File: src/rtl/rv32i_types.sv
// Shared CPU-side types: the 32-bit word plus the arbiter's state, side and
// captured-request types.
package rv32i_types;

    typedef logic [31:0] rv32i_word;

    // Arbiter sequencing: wait for a requester, run one physical access,
    // then spend exactly one cycle returning the response.
    typedef enum logic [1:0] {
        IDLE = 2'd0,
        BUSY = 2'd1,
        RESP = 2'd2
    } arb_state_t;

    // Which CPU port owns the physical port.
    typedef enum logic {
        INST = 1'b0,
        DATA = 1'b1
    } arb_side_t;

    // Everything the physical port needs, frozen at grant time.
    typedef struct packed {
        rv32i_word  addr;
        logic [3:0] be;
        rv32i_word  wdata;
        logic       is_write;
    } arb_req_t;

endpackage

File: src/rtl/arb_req_reg.sv
// Request-capture register: loads the granted side's request when load is
// high and otherwise holds it, so CPU-side changes mid-access never reach
// the physical port.
module arb_req_reg
    import rv32i_types::*;
(
    input  logic     clk,
    input  logic     rst,
    input  logic     load,
    input  arb_req_t req_in,
    output arb_req_t req_out
);

    arb_req_t req_d;
    arb_req_t req_q;

    // Next value: new request on load, otherwise hold.
    always_comb begin
        req_d = req_q;
        if (load) begin
            req_d = req_in;
        end
    end

    // Storage with asynchronous active-low clear.
    always_ff @(posedge clk or negedge rst) begin
        if (!rst) begin
            req_q <= '0;
        end else begin
            req_q <= req_d;
        end
    end

    assign req_out = req_q;

endmodule

File: src/rtl/mem_arbiter.sv
// Merges the CPU's instruction and data memory ports onto one physical port.
// One access is in flight at a time; conflicts are resolved round-robin or
// with fixed data priority, and the response is a registered one-cycle pulse
// steered back to the side that was granted.
module mem_arbiter
    import rv32i_types::*;
#(
    parameter bit RR_ENABLE        = 1'b1,
    parameter bit FIRST_GRANT_DATA = 1'b1
) (
    input  logic        clk,
    input  logic        rst,
    input  logic [31:0] inst_mem_address,
    input  logic        inst_mem_read,
    input  logic        inst_mem_write,
    input  logic [3:0]  inst_mem_byte_enable,
    input  logic [31:0] inst_mem_wdata,
    output logic [31:0] inst_mem_rdata,
    output logic        inst_mem_resp,
    input  logic [31:0] data_mem_address,
    input  logic        data_mem_read,
    input  logic        data_mem_write,
    input  logic [3:0]  data_mem_byte_enable,
    input  logic [31:0] data_mem_wdata,
    output logic [31:0] data_mem_rdata,
    output logic        data_mem_resp,
    output logic [31:0] mem_address,
    output logic        mem_read,
    output logic        mem_write,
    output logic [3:0]  mem_byte_enable,
    output logic [31:0] mem_wdata,
    input  logic [31:0] mem_rdata,
    input  logic        mem_resp
);

    // Before any conflict, pretend the other side won last so that the
    // configured side wins the first tie.
    localparam arb_side_t LAST_GRANT_INIT = FIRST_GRANT_DATA ? INST : DATA;

    arb_state_t state_q, state_d;
    arb_side_t  grant_q, grant_d;
    arb_side_t  last_grant_q, last_grant_d;
    rv32i_word  rdata_q, rdata_d;

    arb_req_t   req_in;
    arb_req_t   req_q;
    logic       req_load;

    logic       inst_req;
    logic       data_req;
    logic       busy;
    logic       in_resp;

    assign inst_req = inst_mem_read | inst_mem_write;
    assign data_req = data_mem_read | data_mem_write;

    // FSM, grant decision and read-data capture.
    always_comb begin
        state_d      = state_q;
        grant_d      = grant_q;
        last_grant_d = last_grant_q;
        rdata_d      = rdata_q;
        req_load     = 1'b0;
        case (state_q)
            IDLE: begin
                if (inst_req || data_req) begin
                    if (inst_req && data_req) begin
                        if (RR_ENABLE) begin
                            grant_d = (last_grant_q == DATA) ? INST : DATA;
                        end else begin
                            grant_d = DATA;
                        end
                    end else begin
                        grant_d = data_req ? DATA : INST;
                    end
                    req_load = 1'b1;
                    state_d  = BUSY;
                end
            end
            BUSY: begin
                if (mem_resp) begin
                    rdata_d      = mem_rdata;
                    last_grant_d = grant_q;
                    state_d      = RESP;
                end
            end
            RESP: begin
                // Requests still held here are stale; IDLE re-samples next.
                state_d = IDLE;
            end
            default: begin
                state_d = IDLE;
            end
        endcase
    end

    // Select the winning side's request for capture (write wins over read).
    always_comb begin
        if (grant_d == DATA) begin
            req_in = '{addr: data_mem_address, be: data_mem_byte_enable,
                       wdata: data_mem_wdata, is_write: data_mem_write};
        end else begin
            req_in = '{addr: inst_mem_address, be: inst_mem_byte_enable,
                       wdata: inst_mem_wdata, is_write: inst_mem_write};
        end
    end

    arb_req_reg u_req_reg (
        .clk     (clk),
        .rst     (rst),
        .load    (req_load),
        .req_in  (req_in),
        .req_out (req_q)
    );

    // Arbiter state registers with asynchronous active-low reset.
    always_ff @(posedge clk or negedge rst) begin
        if (!rst) begin
            state_q      <= IDLE;
            grant_q      <= INST;
            last_grant_q <= LAST_GRANT_INIT;
            rdata_q      <= '0;
        end else begin
            state_q      <= state_d;
            grant_q      <= grant_d;
            last_grant_q <= last_grant_d;
            rdata_q      <= rdata_d;
        end
    end

    // Physical port is live only while BUSY; everything is low otherwise.
    assign busy            = (state_q == BUSY);
    assign mem_address     = busy ? req_q.addr  : '0;
    assign mem_byte_enable = busy ? req_q.be    : '0;
    assign mem_wdata       = busy ? req_q.wdata : '0;
    assign mem_read        = busy & ~req_q.is_write;
    assign mem_write       = busy &  req_q.is_write;

    // Response pulse and read data go only to the granted side.
    assign in_resp        = (state_q == RESP);
    assign inst_mem_resp  = in_resp && (grant_q == INST);
    assign data_mem_resp  = in_resp && (grant_q == DATA);
    assign inst_mem_rdata = inst_mem_resp ? rdata_q : '0;
    assign data_mem_rdata = data_mem_resp ? rdata_q : '0;

    // A side asserting read and write together is a CPU bug.
    always @(posedge clk) begin
        if (rst && state_q == IDLE) begin
            assert (!(inst_mem_read && inst_mem_write) && !(data_mem_read && data_mem_write));
        end
    end

endmodule

File: config.mk
export PLATFORM = sky130hd
export DESIGN_NAME = mem_arbiter
export DESIGN_NICKNAME = d
export VERILOG_FILES = /design/src/rtl/rv32i_types.sv /design/src/rtl/arb_req_reg.sv /design/src/rtl/mem_arbiter.sv
export SDC_FILE = /design/constraint.sdc
export NUM_CORES = 1
export LEC_CHECK = 0
export ABC_AREA = 1
export BUFFER_PORTS_ARGS = -buffer_cell sky130_fd_sc_hd__buf_2
export CAP_MARGIN = 20
export CORE_AREA = 2 2 132 134
export CTS_CLUSTER_SIZE = 8
export DETAILED_ROUTE_END_ITERATION = 8
export DIE_AREA = 0 0 134 136
export PLACE_DENSITY_LB_ADDON = 0.08
export SYNTH_ARGS = -nofsm -noshare
export SYNTH_HDL_FRONTEND = slang
export SYNTH_SLANG_ARGS = --single-unit
File: constraint.sdc
create_clock -name clk -period 4.4 [get_ports clk]
set_clock_uncertainty 0.2 [all_clocks]
set_input_delay 1.32 -clock clk [delete_from_list [all_inputs] [get_ports clk]]
set_output_delay 1.32 -clock clk [all_outputs]
set_load 0.03 [all_outputs]
# Word-level counts from Yosys, hierarchy flattened
# Index checks and enable logic that the tools add are counted.
word_totals:
  ff_bits: 105
  latch_bits: 0
  ram_bits: 0
  rom_bits: 0
  input_bits: 175
  output_inout_bits: 136
  elab_cells: 41
  memories: 0
classes:
  n_addsub: 0
  mul: 0
  div: 0
  order_cmp: 0
  eq_ne: 4
  shift: 0
  muxes: 16
  bitwise: 6
  n_reduce_logical: 7
ops:
  columns: ["op", "n"]
  rows:
  - ["$mux 32", 4]
  - ["$mux 69", 1]
  - ["$mux 1", 7]
  - ["$mux 2", 2]
  - ["$mux 4", 1]
  - ["$ne 2x2->1 const B", 2]
  - ["$pmux 2 s2", 1]
  - ["$reduce_and 2->1", 2]
  - ["$logic_and 1x1->1", 3]
  - ["$and 1x1->1", 2]
  - ["$eq 2x1->1 const B", 1]
  - ["$eq 2x2->1 const B", 1]
  - ["$logic_not 2->1", 1]
  - ["$not 1->1", 2]
  - ["$or 1x1->1", 2]
  - ["$logic_or 1x1->1", 1]

# Depth between registers and ports, before layout
logic_depth:
  depth_word: 6
  mapped_depth: 11
  ltp_nobuf: 9

# Cells and area by module
# A second synthesis with hierarchy kept.
unflattened:
  hier_cells: 901
  hier_area_um2: 5916.9
modules_own_cells:
  columns: ["module", "instances", "cells_per_inst", "area_each_um2", "seq_area_each_um2"]
  rows:
  - ["mem_arbiter", 1, 609, 3308.2, 900.9]
  - ["arb_req_reg", 1, 292, 2608.8, 1726.7]

# Worst setup path before layout
# Ideal clock, no wire load.
synth_path:
  path_kind: "register to output"
  start: "register state_q[0]"
  end: "output port data_mem_rdata[10]"
  t_arrival_ns: 2.019
  required_time_ns: 2.880
  setup_slack_ns: 0.861
  path_stages_with_launch: 5
  n_path_buf: 1
  path_cell_list: "dfrtp_1 -> nor3_1 -> inv_1 -> clkbuf_1 -> nor2_1"
synth_via:
  elab_chain_cells: 3
synth_lines:
  columns: ["item", "line", "rtl"]
  rows:
  - ["start: declaration", "mem_arbiter.sv:40", "arb_state_t state_q, state_d;"]
  - ["start signal: assignment", "mem_arbiter.sv:124", "state_q <= state_d;"]
  - ["$eq 2x2->1", "mem_arbiter.sv:140", "assign in_resp = (state_q == RESP);"]
  - ["$logic_and 1x1->1", "mem_arbiter.sv:142", "assign data_mem_resp = in_resp && (grant_q == DATA);"]
  - ["named net data_mem_resp", "mem_arbiter.sv:26", "output logic data_mem_resp,"]
  - ["$mux 32", "mem_arbiter.sv:144", "assign data_mem_rdata = data_mem_resp ? rdata_q : '0;"]
  - ["end: declaration", "mem_arbiter.sv:25", "output logic [31:0] data_mem_rdata,"]
# The timed path passes the listed nets, and every way through them passes these cells.

# Worst setup path after layout
layout_path:
  start: "register state_q[0]"
  end: "output port inst_mem_rdata[30]"
layout_via:
  elab_chain_cells: 3
layout_lines:
  columns: ["item", "line", "rtl"]
  rows:
  - ["$eq 2x2->1", "mem_arbiter.sv:140", null]
  - ["$logic_and 1x1->1", "mem_arbiter.sv:141", "assign inst_mem_resp = in_resp && (grant_q == INST);"]
  - ["$mux 32", "mem_arbiter.sv:143", "assign inst_mem_rdata = inst_mem_resp ? rdata_q : '0;"]
  - ["end: declaration", "mem_arbiter.sv:18", "output logic [31:0] inst_mem_rdata,"]
# No other way between the ends.

==> flow_summary.ini <==
[flow_run]
drv_cap = 0

[setup_path]
crit_path_cell_trace = nor3_1 > inv_1 > nor2_1 > buf_2
cpPeakStageDelay_ps = 470
timing.setup.critical_path_class = reg2out
worst_ep_arrival_time_ps = 2000
endpoint_kind = output port
timing.critical_path.fanout_max = 32
required_ps = 2880
crit_slowest_cell = sky130_fd_sc_hd__inv_1
crit_path_start_kind = flop

[layout]
areaGrowthSynthToFinish_pct = 31.6
layout-drive-gt1-share = 0.271
final_net_count = 1418

[route]
routed_via_density = 4.18
routed_wire_length_per_instance_um = 12.1
antenna_violating_nets_post_route = 0
drc = 0
drt_pre_antenna_iters = 5
totalWireLength_mm = 17.8
via_count = 6157
drt-initial-drc-count = 274

[power]
power-per-cell-area_nw_per_um2 = 675
irDropWorstVdd_mv = 0.314
power.total_mw = 5.41
p_leak_nw = 5.24

[yosys]
synthesis.instances = 964
ys_types = 20
synth_fp_nets = 1139
yosys_warnings = 0
synth_sequential_area_ratio = 0.431
synthesis.area_um2 = 6090
post_synth.cell_area_avg_um2 = 6.32
postSynthRegisterBits = 105

[sta]
worst-slew-pin-transition_ps = 932
grt_setup_unrepaired = false
max_freq_mhz = 284
slew_violations = 0
whs_ps = 277
report.final.setup_viol = 0
final.setup.tns_ps = 0
max_slew_headroom = 0.378
final.period_utilization = 0.801
post_layout_minimum_cycle_time_ps = 3520
hold_violations = 0

[die]
chipWidth_um = 134
initial_utilization = 0.361
design.core.area_um2 = 16900
die_height_um = 136
die_area_um2 = 18200
floorplan.io_pins = 311
rows = 48

[clocking]
htree_levels = 3
clockRootBuffer = sky130_fd_sc_hd__clkbuf_16
cts-root-to-sink-buffers = 2
tritoncts_num_sinks = 105
cts_hold_repair.buffers = 0
clkLatencyLatePin_ps = 340
cts_setup_buffers = 0
cts_tree = built
cts_resized = 0
cts_made_buffers = 9
clock_transition_time_at_the_flip_flop_clock_pins_of_the_worst_setup_and_hold_paths_ps = 60

[grt]
grt_pass1_wl_mm = 27.9
antenna_violations_before_repair = 3
groute.usage.overall = 0.194
global_route_overflow = 0
grt_start_max_net_pins = 70
first_global_vias = 5693

[placed_design]
hpwl_mm = 12.7
placement.io_buffers = 310
globalplace.congestion = 0.787

[worst_hold_path]
hold_class = reg2reg

[status]
run_status = completed
==> per-stage QoR <==
step                      worst slack (ps)   util  area (µm²)  instances
after detailed placement               998  0.460        7760       1457
final                                  875  0.475        8020       1473
after CTS                              822  0.475        8010       1470
after floorplan                        861      -        6090        964
after global routing                   663  0.475        8010       1472
after global placement                1050  0.460        7760       1457
==> cells by family after synthesis <==
logic type / after synthesis / synth area share
compound gates: 103 / 0.0850
buf+inv: 298 / 0.196
flops: 105 / 0.431
simple gates: 458 / 0.288
==> Yosys cell counts <==
library cell	count	area share
sky130_fd_sc_hd__o21ai_1	17	0.014
sky130_fd_sc_hd__nor3_1	2	0.0016
sky130_fd_sc_hd__nor2_1	136	0.084
sky130_fd_sc_hd__inv_2	4	0.0025
sky130_fd_sc_hd__buf_4	4	0.0049
sky130_fd_sc_hd__nand2_4	1	0.0018
sky130_fd_sc_hd__buf_6	5	0.0092
sky130_fd_sc_hd__nand2_2	3	0.0031
sky130_fd_sc_hd__inv_1	245	0.15
sky130_fd_sc_hd__o21ai_0	17	0.014
sky130_fd_sc_hd__clkbuf_1	21	0.013
sky130_fd_sc_hd__nor2_2	1	0.0010
sky130_fd_sc_hd__o21bai_1	1	0.0012
sky130_fd_sc_hd__dfrtp_1	105	0.43
sky130_fd_sc_hd__nand3b_1	1	0.0012
sky130_fd_sc_hd__nand3_1	1	0.00082
sky130_fd_sc_hd__nand2_1	312	0.19
sky130_fd_sc_hd__nor2_4	1	0.0018
sky130_fd_sc_hd__a21oi_1	68	0.056
sky130_fd_sc_hd__buf_2	19	0.016
==> final cells by class <==
cell class                 count  area [µm²]
tap                          225         282
timing repair buffer         317        1640
clock buffer                  12         246
multi-input combinational    561        2270
clock inverter                 1        5.00
fill                        1851        8860
inverter                     249         935
antenna                        3        7.51
sequential                   105        2630
==> where the power goes <==
group / leakage [nW] / switching (mW) / internal [mW]
clock: 0.124 / 0.340 / 0.390
combinational: 3.83 / 2.17 / 0.861
sequential: 1.29 / 0.204 / 1.44
total: 5.24 / 2.72 / 2.69
==> placed cells by master, fill, tap and decap left out, drive strengths merged <==
master / instances
nand2: 316
clkbuf: 12
nand3b: 1
o21ai: 34
o21bai: 1
diode: 3
clkinv: 1
nor3: 2
a21oi: 68
inv: 249
dfrtp: 105
buf: 317
nor2: 138
nand3: 1
==> path summary, 6_finish.rpt <==
kind                                       start                    end  slack (ps)  cells after the start
max                                   state_q[0]     inst_mem_rdata[30]         880                      4
min                        u_req_reg.req_out[39]  u_req_reg.req_out[39]         280                      2
max reg2reg                           state_q[0]  u_req_reg.req_out[11]        2120                     10
min reg2reg                u_req_reg.req_out[39]  u_req_reg.req_out[39]         280                      2
max in group asynchronous                    rst            rdata_q[12]        2420                      2
min in group asynchronous                    rst  u_req_reg.req_out[21]         820                      1
==> metal layers <==
layer	part of all wire	vias to the layer above	GRT usage
met4	0.020	0	0.0757
met3	0.069	20	0.0444
met2	0.47	208	0.335
li1	-	3277	-
met5	0	-	0
met1	0.44	2652	0.237
==> critical path: cells and delay by family, from the launching register on <==
family / cells / cell delay [ps]
buf+inv: 2 / 700
flops: 1 / 400
simple gates: 2 / 550
==> flip-flops by register name (all words and copies together), names as in the netlist <==
name / count
grant_q: 1
last_grant_q: 1
rdata_q: 32
state_q: 2
u_req_reg.req_out: 69
Power figures use the tool's default switching activity.
